## src/rtl/exercise1_pkg.sv

```systemverilog
// Shared types and default widths for the exercise1 min/max memory scanner.
package exercise1_pkg;

    localparam int ADDR_W = 10;
    localparam int DATA_W = 8;

    typedef enum logic [1:0] {
        IDLE = 2'd0,
        SCAN = 2'd1,
        DONE = 2'd2
    } state_t;

endpackage

```

## src/rtl/exercise1.sv

```systemverilog
// Sequential min/max scanner: walks every address of a combinationally read
// memory once per start request and reports the unsigned maximum and minimum.
module exercise1
    import exercise1_pkg::*;
#(
    parameter int ADDR_WIDTH = ADDR_W,
    parameter int DATA_WIDTH = DATA_W
) (
    input  logic                  clk,
    input  logic                  rst_n,
    input  logic                  start,
    output logic [ADDR_WIDTH-1:0] ADDR,
    input  logic [DATA_WIDTH-1:0] DATA,
    output logic [DATA_WIDTH-1:0] MAX,
    output logic [DATA_WIDTH-1:0] MIN,
    output logic                  done
);

    state_t                r_state;
    logic [ADDR_WIDTH-1:0] r_addr;
    logic [DATA_WIDTH-1:0] r_max;
    logic [DATA_WIDTH-1:0] r_min;
    logic                  r_done;
    logic                  w_last;

    // The address register doubles as the scan counter; all ones marks the final location.
    assign w_last = &r_addr;

    always_ff @(posedge clk or negedge rst_n) begin
        if (!rst_n) begin
            r_state <= IDLE;
            r_addr  <= '0;
            r_max   <= '0;
            r_min   <= '0;
            r_done  <= 1'b0;
        end else begin
            case (r_state)
                IDLE: begin
                    r_done <= 1'b0;
                    if (start) begin
                        r_state <= SCAN;
                        r_addr  <= '0;
                        r_max   <= '0;
                        r_min   <= '1;
                    end
                end
                SCAN: begin
                    if (DATA > r_max) r_max <= DATA;
                    if (DATA < r_min) r_min <= DATA;
                    r_addr <= r_addr + 1'b1;
                    if (w_last) begin
                        r_state <= DONE;
                        r_done  <= 1'b1;
                    end
                end
                DONE: begin
                    // Results hold until start is released; a held start never retriggers.
                    if (!start) begin
                        r_state <= IDLE;
                        r_done  <= 1'b0;
                    end else begin
                        r_done <= 1'b1;
                    end
                end
                default: begin
                    r_state <= IDLE;
                    r_done  <= 1'b0;
                end
            endcase
        end
    end

    assign ADDR = r_addr;
    assign MAX  = r_max;
    assign MIN  = r_min;
    assign done = r_done;

endmodule

```

## config.mk

```make
export PLATFORM = sky130hd
export DESIGN_NAME = exercise1
export DESIGN_NICKNAME = d
export VERILOG_FILES = /design/src/rtl/exercise1_pkg.sv /design/src/rtl/exercise1.sv
export SDC_FILE = /design/constraint.sdc
export NUM_CORES = 1
export LEC_CHECK = 0
export CORE_ASPECT_RATIO = 0.7
export CORE_MARGIN = 2
export CORE_UTILIZATION = 47
export DETAILED_ROUTE_END_ITERATION = 10
export HOLD_SLACK_MARGIN = 0.02
export PLACE_DENSITY = 0.77
export SYNTH_ARGS = -nofsm -noshare
export SYNTH_HDL_FRONTEND = slang
export SYNTH_SLANG_ARGS = --single-unit
```

## constraint.sdc

```tcl
create_clock -name clk -period 1.7 [get_ports clk]
set_input_delay 0.17 -clock clk [delete_from_list [all_inputs] [get_ports clk]]
set_output_delay 0.17 -clock clk [all_outputs]
set_load 0.005 [all_outputs]
```

**Word level (Yosys, flattened, before mapping)**

Index checks and enable logic that the tools add are counted.

- RAM bits: 0
- Latch bits: 0
- Register bits: 29
- Input bits: 11
- ROM bits: 0
- Memories: 0
- Output and inout port bits: 27

- Bitwise operators: 0
- Reduce and logical (&&, ||, !) cells: 7
- Shift-type cells: 0
- Div/mod/pow operators: 0
- $lt $le $gt $ge: 2
- Mux-type cells: 15
- Eq/ne operators: 7
- Add/subtract/negate cells: 1
- Multiply operators: 0

Operators with widths:

| operator | number |
|---|---|
| $mux 8 | 4 |
| $pmux 8 s2 | 2 |
| $pmux 10 s2 | 1 |
| $add 10x1->10 const B | 1 |
| $mux 10 | 1 |
| $ne 2x2->1 const B | 5 |
| $reduce_and 10->1 | 1 |
| $reduce_and 3->1 | 3 |
| $gt 8x8->1 | 1 |
| $lt 8x8->1 | 1 |
| $mux 2 | 3 |
| $pmux 2 s3 | 1 |
| $eq 2x1->1 const B | 1 |
| $eq 2x2->1 const B | 1 |
| $logic_not 2->1 | 1 |
| $mux 1 | 2 |
| $pmux 1 s2 | 1 |
| $reduce_and 2->1 | 1 |
| $reduce_bool 2->1 | 1 |

**Logic depth before layout (Yosys ltp)**

Gate-level depths: netlist of the first run.

- Word-level depth: 3
- Mapped depth: 9
- Depth with buffers taken out: 7

**Worst setup path after synthesis of the first run**

Ideal clock, no wire load.

- Path kind: flip-flop to flip-flop
- Start: register r_min[7] (netlist: MIN[7])
- End: register r_min[1] (netlist: MIN[1])
- Cell stages (with the launch flop): 7
- Slack: -0.212 ns
- Period minus slack after synthesis: 1.912 ns
- Arrival: 1.788 ns
- Required time: 1.576 ns
- Path through: dfrtp_1 inv_1 ha_1 and4_1 a2111oi_4 o31ai_4 o31a_1

- Cells in the longest elaborated chain, start to end: 3

RTL lines:

| item | line | source |
|---|---|---|
| from (decl) | exercise1.sv:22 | `logic [DATA_WIDTH-1:0] r_min;` |
| from (signal assigned) | exercise1.sv:34 | `r_min <= '0;` |
| from (signal assigned) | exercise1.sv:44 | `r_min <= '1;` |
| from (signal assigned) | exercise1.sv:49 | `if (DATA < r_min) r_min <= DATA;` |
| $lt 8x8->1 | exercise1.sv:49 |  |
| $ne 2x2->1 (no source line) | n/a |  |
| $reduce_and 3->1 (no source line) | n/a |  |

No other way between the ends.
A chain may end at the register's enable or synchronous reset.

**Worst setup path after layout of the first run**

- Start: register r_min[2] (netlist: MIN[2])
- End: register r_min[7] (netlist: MIN[7])

The elaborated chain is that of the path after synthesis.

==> impl_metrics.ini, run 1 <==
[grt]
grt_util_all_layers = 0.276
gr-usage-met3 = 0.0744
overflow = 0
grt_pass1_vias = 1937
top_usage_layer = met2
grt_max_degree = 30
grt_util_met2 = 0.405
grt_pass1_wl_mm = 9.60
met1_usage = 0.404
antenna_found_initial = 0

[timing]
period_share = 1.19
drv_slew = 0
relSlewSlack = 0.646
hold_viol_final = 0
worstMarginPinSlew_ps = 531
setup_ws_ps = -317
setup_viol = 24
skew_ps = 5.32
fmax_mhz = 496
period_needed_ps = 2020
rsz0062_at_grt = true
fin_setup_tns_ps = -3580

[power_and_ir_drop]
power.total_mw = 5.66
p_leak_nw = 1.50
peakVddDrop_v = 0.00126
pwr_density_cell_mw_per_mm2 = 1730

[synth]
syn_area_per_cell_um2 = 10.3
ys_async_sr_fraction = 1.00
synth_edf_count = 0
ys_seq_area_frac = 0.376
syn_inst = 188
syn_nets = 219
yosys_warnings = 0
ys_ff_latch = 29
synthFlopType = dfrtp_1
syn_area_mm2 = 0.00193
yosysUniqueCellTypes = 45

[detailed_routing]
drtIter0Drc = 291
ant_nets = 0
route.detailed.drc = 0
viasPerCell = 5.95
wl_per_cell_um = 20.3
first_pass_iters = 5
routed_wl_mm = 7.24
vias = 2123

[clock_tree]
cts-htree-levels = 2
root_buffer = clkbuf_8
cts_tree = done
clk_pin_slew_ps = 70
cts.path.max_buffers = 2
clock-sinks = 29
cts-buffers-inserted = 5
cts_hold_buf = 0
clk-insertion-delay-late_ps = 290

[final_layout]
final_nets = 336
n_antenna_cell = 0
stdcell_count = 357
drive_above_1_share = 0.426
area_growth_pct = 70.1
n_fill_cell = 193

[placement]
gp_congestion = 0.884
place.detailed.hpwl_mm = 3.86
placedCellCount = 329
io_buffers = 37

[outcome]
violations = negative setup slack
status = finished, violations left

[setup_path]
path_delay_family = compound AO/OA/AOI/OAI gates
critPathKind = register to register
cp.arrival_ps = 2170
critPathMaxStageDelay_ps = 490
critPathMaxFanout = 5
path_cells = inv_1 -> ha_1 -> o21a_1 -> nor2_1 -> o31ai_4 -> mux2i_1 -> a22oi_1
cp-end-kind = register
worstSetupStartpointType = register
critPathBufInv = 1
crit_slowest_cell = o31ai_4
required_ps = 1850
startpoint = MIN[2]
reg2reg_from = MIN[2]

[hold_path]
hp-class = primary input to async pin

[die]
row_count = 19
dieWidth_um = 80.6
start_util = 0.492
io_pins = 38
die_h_um = 57.6
die_area_mm2 = 0.00464
core_mm2 = 0.00392

[job]
maxCapViolCount = 0
[worst register-to-register path: cells and delay by family, from the launching register on]
family | cells | cell delay [ps]
buf+inv | 1 | 70
mux | 1 | 320
flops | 1 | 350
fa+ha+maj | 1 | 290
compound gates | 3 | 740
simple gates | 1 | 110
[area by class of cell]
| class | count | area [um^2] | area share |
|---|---|---|---|
| clock buffers | 7 | 86.3 | 0.0263 |
| multi-input cells | 132 | 1320 | 0.401 |
| repair buffers | 115 | 1000 | 0.305 |
| flip-flops and latches | 29 | 726 | 0.221 |
| inverters | 22 | 86.3 | 0.0263 |
| well taps | 52 | 65.1 | 0.0198 |
[repair_timing]
action | CTS | global route
cloned | 1 | 1
pin swaps | 15 | 12
setup endpoints to repair | 23 | 27
setup buffers | 10 | 11
gates resized for setup | 27 | 25
[state kept, by name, summed over array words and instances (netlist names)]
signal	count
r_state	2
MIN	8
done	1
ADDR	10
MAX	8
[synthesized netlist by cell type, types with 3 or more instances]
cell type / number / area (um^2)
a21oi_1: 7 / 35.0
a22oi_1: 6 / 45.0
a32o_1: 4 / 40.0
and4_1: 3 / 26.3
dfrtp_1: 29 / 726
ha_1: 20 / 250
inv_1: 22 / 82.6
mux2_2: 3 / 33.8
mux2i_1: 8 / 80.1
nand2_1: 13 / 48.8
nand4_1: 7 / 43.8
nor2_1: 11 / 41.3
o21ai_0: 10 / 50.1
o311ai_2: 4 / 65.1
xnor2_1: 3 / 26.3
[cells by family after synthesis]
group	after synthesis	share of synthesized area
muxes	12	0.0662
xor gates and xnor gates	3	0.0136
buffers and inverters	28	0.0636
adders and majority gates	20	0.130
and+or+nand+nor	51	0.146
AOI/OAI and AO/OA	45	0.204
DFF	29	0.376
[stage by stage]
stage	setup WS (ps)	hold WS [ps]	cell area, um^2	util
detailed placement	-562	516	2840	0.723
CTS	-130	282	3090	0.788
global route	-305	305	3280	0.836
global placement	-535	496	2840	0.723
floorplan	-158	-126	2010	-
finish	-317	264	3280	0.836
[placed cells by master, fill, tap and decap left out, types with 2 or more instances in the layout]
master,netlist,layout
nand2_1,13,13
o21ai_1,0,5
xnor2_1,3,2
inv_1,22,11
and4_1,3,2
o31ai_4,1,2
dlygate4sd2_1,0,8
nand4_1,7,7
dfrtp_1,29,29
o21ai_0,10,5
o211ai_1,2,2
nand2b_1,2,2
nand3_1,2,2
clkdlybuf4s50_1,0,29
inv_2,0,10
buf_6,2,8
o311ai_4,0,3
a32o_1,4,4
a21oi_1,7,5
nor3_2,0,2
nor2_1,11,10
a22oi_1,6,6
mux2_4,0,3
clkbuf_8,0,6
ha_1,20,12
and3_1,2,2
buf_4,0,68
a2111oi_4,1,2
ha_4,0,7
mux2i_1,8,8
a21oi_2,0,2
[report_power, final]
group / switching (mW) / internal, mW / total [mW]
combinational: 1.86 / 2.14 / 4.00
clock: 0.289 / 0.321 / 0.610
sequential: 0.149 / 0.904 / 1.05
[layer usage]
layer / share of wire / vias up
li1: - / 933
met1: 0.44 / 1022
met2: 0.45 / 132
met3: 0.074 / 36
met4: 0.035 / 0
met5: 0 / -
[worst paths after layout]
path                       endpoint  slack, ps  cells after the start
setup / recovery             MIN[7]       -320                      7
hold / removal               MAX[1]        260                      2
setup reg to reg             MIN[7]       -320                      7
hold reg to reg                done        550                      1
max in group asynchronous    MAX[0]       1140                      2
min in group clk             MIN[2]        440                      3
Power figures use the tool's default switching activity.
==> run 2: changes to the inputs <==
--- a/config.mk
+++ b/config.mk
@@ -11,6 +11,8 @@
 export DETAILED_ROUTE_END_ITERATION = 10
 export HOLD_SLACK_MARGIN = 0.02
 export PLACE_DENSITY = 0.77
+export REMOVE_ABC_BUFFERS = 1
+export SKIP_LAST_GASP = 1
 export SYNTH_ARGS = -nofsm -noshare
 export SYNTH_HDL_FRONTEND = slang
 export SYNTH_SLANG_ARGS = --single-unit
==> run 2 against run 1 <==
The flow still finishes with violations (negative setup slack). Cell area decreased by 1.3%. Worst setup slack better by 36 ps. Global-route usage grew 1.0 points. Sequential power is essentially flat. Clock skew shrank 1.9 ps. Clock power decreased by 9.5%. Worst hold slack better by 18 ps. Via count shrank 1.9%. Routed wire length decreased by 11%. Clock-buffer cell count rose by 1. Cell count rose by 1.1%. Die area unchanged. Critical endpoint is now MIN[3]. Largest power group unchanged. Highest routed layer unchanged.
==> impl_metrics.ini, run 2 (synthesized netlist as in run 1, its figures left out) <==
[final_layout]
fin_area_mm2 = 0.00324
final_cell_mix = 76 x buf_4, 31 x clkdlybuf4s50_1, 29 x dfrtp_1, 15 x inv_1, 13 x nand2_1
drive_above_1_share = 0.401
area_growth_pct = 67.9
n_antenna_cell = 0
stdcell_count = 361
final_common_cell = buf_4
final_nets = 339
largest_reg_flops = 10

[placement]
dpl_worst_slack_ps = -604
gp_congestion = 0.818
place.detailed.hpwl_mm = 3.91
io_buffers = 37
placedCellCount = 329
place_area_mm2 = 0.00276

[detailed_routing]
drtIter0Drc = 169
first_pass_iters = 5
ant_nets = 0
route.detailed.drc = 0
routed_wl_mm = 6.46
vias = 2082
wl_per_cell_um = 17.9
viasPerCell = 5.77

[setup_path]
critPathKind = primary input to register
cp.arrival_ps = 2140
crit_slowest_cell = clkdlybuf4s50_1
cp-end-kind = register
critPathMaxStageDelay_ps = 490
required_ps = 1860
rrSetupSlack_ps = -240
worstSetupStartpointType = primary input
path_cells = clkdlybuf4s50_1 -> buf_4 -> ha_1 -> nand4_2 -> o31ai_4 -> mux2i_1 -> a22oi_1
critPathMaxFanout = 5

[timing]
fmax_mhz = 505
fin_setup_tns_ps = -3430
relSlewSlack = 0.661
hold_viol_final = 0
setup_ws_ps = -281
drv_slew = 0
worstMarginPinSlew_ps = 507
setup_viol = 24
period_share = 1.17
rsz0062_at_grt = true
period_needed_ps = 1980
skew_ps = 3.44

[power_and_ir_drop]
p_leak_nw = 1.51
pwr_density_cell_mw_per_mm2 = 1690
peakVddDrop_v = 0.00123

[die]
row_count = 19
io_pins = 38
die_h_um = 57.6
die_area_mm2 = 0.00464
core_mm2 = 0.00392
start_util = 0.492
dieWidth_um = 80.6

[clock_tree]
clk-insertion-delay-late_ps = 280
root_buffer = clkbuf_8
cts.path.max_buffers = 2
clk_pin_slew_ps = 60
cts-buffers-inserted = 5
cts-htree-levels = 2
cts_tree = done
clock-sinks = 29

[outcome]
status = finished, violations left
violations = negative setup slack

[grt]
overflow = 0
grt_pass1_vias = 2064
grt_pass1_wl_mm = 9.91
antenna_found_initial = 0
grt_util_all_layers = 0.286
grt_max_degree = 30

[job]
maxCapViolCount = 0

[hold_path]
hp-class = primary input to async pin
==> run 2: cell count changes in the layout (fill, tap and decap cells not counted), sizes merged <==
cell	change
buf	+4
clkdlybuf4s50	+2
dlygate4sd2	-2
clkinvlp	-1
inv	+1
==> run 2: final timing paths <==
kind                            start      to  depth (start not counted)
setup / recovery              DATA[4]  MIN[3]                          7
hold reg to reg                  done    done                          1
min in group clk              DATA[5]  MAX[5]                          2
hold / removal                  rst_n  MAX[7]                          2
max in group asynchronous       rst_n  MIN[2]                          2
setup reg to reg           r_state[1]  MIN[3]                          9
==> run 2: layout make-up <==
type                       count  area (um^2)
timing repair buffer         118          998
sequential                    29          726
multi-input combinational    132         1280
clock buffer                   8         80.1
fill                         236          686
tap                           52         65.1
inverter                      22         82.6
==> run 2: worst max-delay path: cells and delay by family <==
| family | cells | cell delay [ps] |
|---|---|---|
| buf+inv | 2 | 670 |
| compound gates | 2 | 580 |
| mux | 1 | 280 |
| fa+ha+maj | 1 | 290 |
| simple gates | 1 | 150 |
==> run 2: power by group <==
group / switching (mW) / leakage, nW / internal [mW]
combinational: 1.74 / 1.11 / 2.13
sequential: 0.135 / 0.360 / 0.904
clock: 0.261 / 0.0395 / 0.290
==> run 2: stage by stage <==
step,util,hold slack [ps],power [mW]
finish,0.825,282,5.46
global route,0.825,319,5.76
CTS,0.795,286,5.08
detailed placement,0.703,496,3.85
global placement,0.703,496,3.78
floorplan,-,-126,2.41
==> run 2: repair_timing <==
| action | 4_1_cts | 5_1_grt |
|---|---|---|
| resized for setup | 37 | 13 |
| hold buffers | 0 | 0 |
| endpoints found under the setup margin | 25 | 27 |
| cloned | 1 | 0 |
| setup buffers | 18 | 6 |
| pin swaps | 9 | 14 |
==> run 2: per-layer routing <==
layer  global-route usage  vias up  routed length, um
met5                    0        -                  0
met4                0.104        0                208
met3               0.0522       31                429
met2                0.467      106               3070
met1                0.384     1003               2760
li1                     -      942                  -
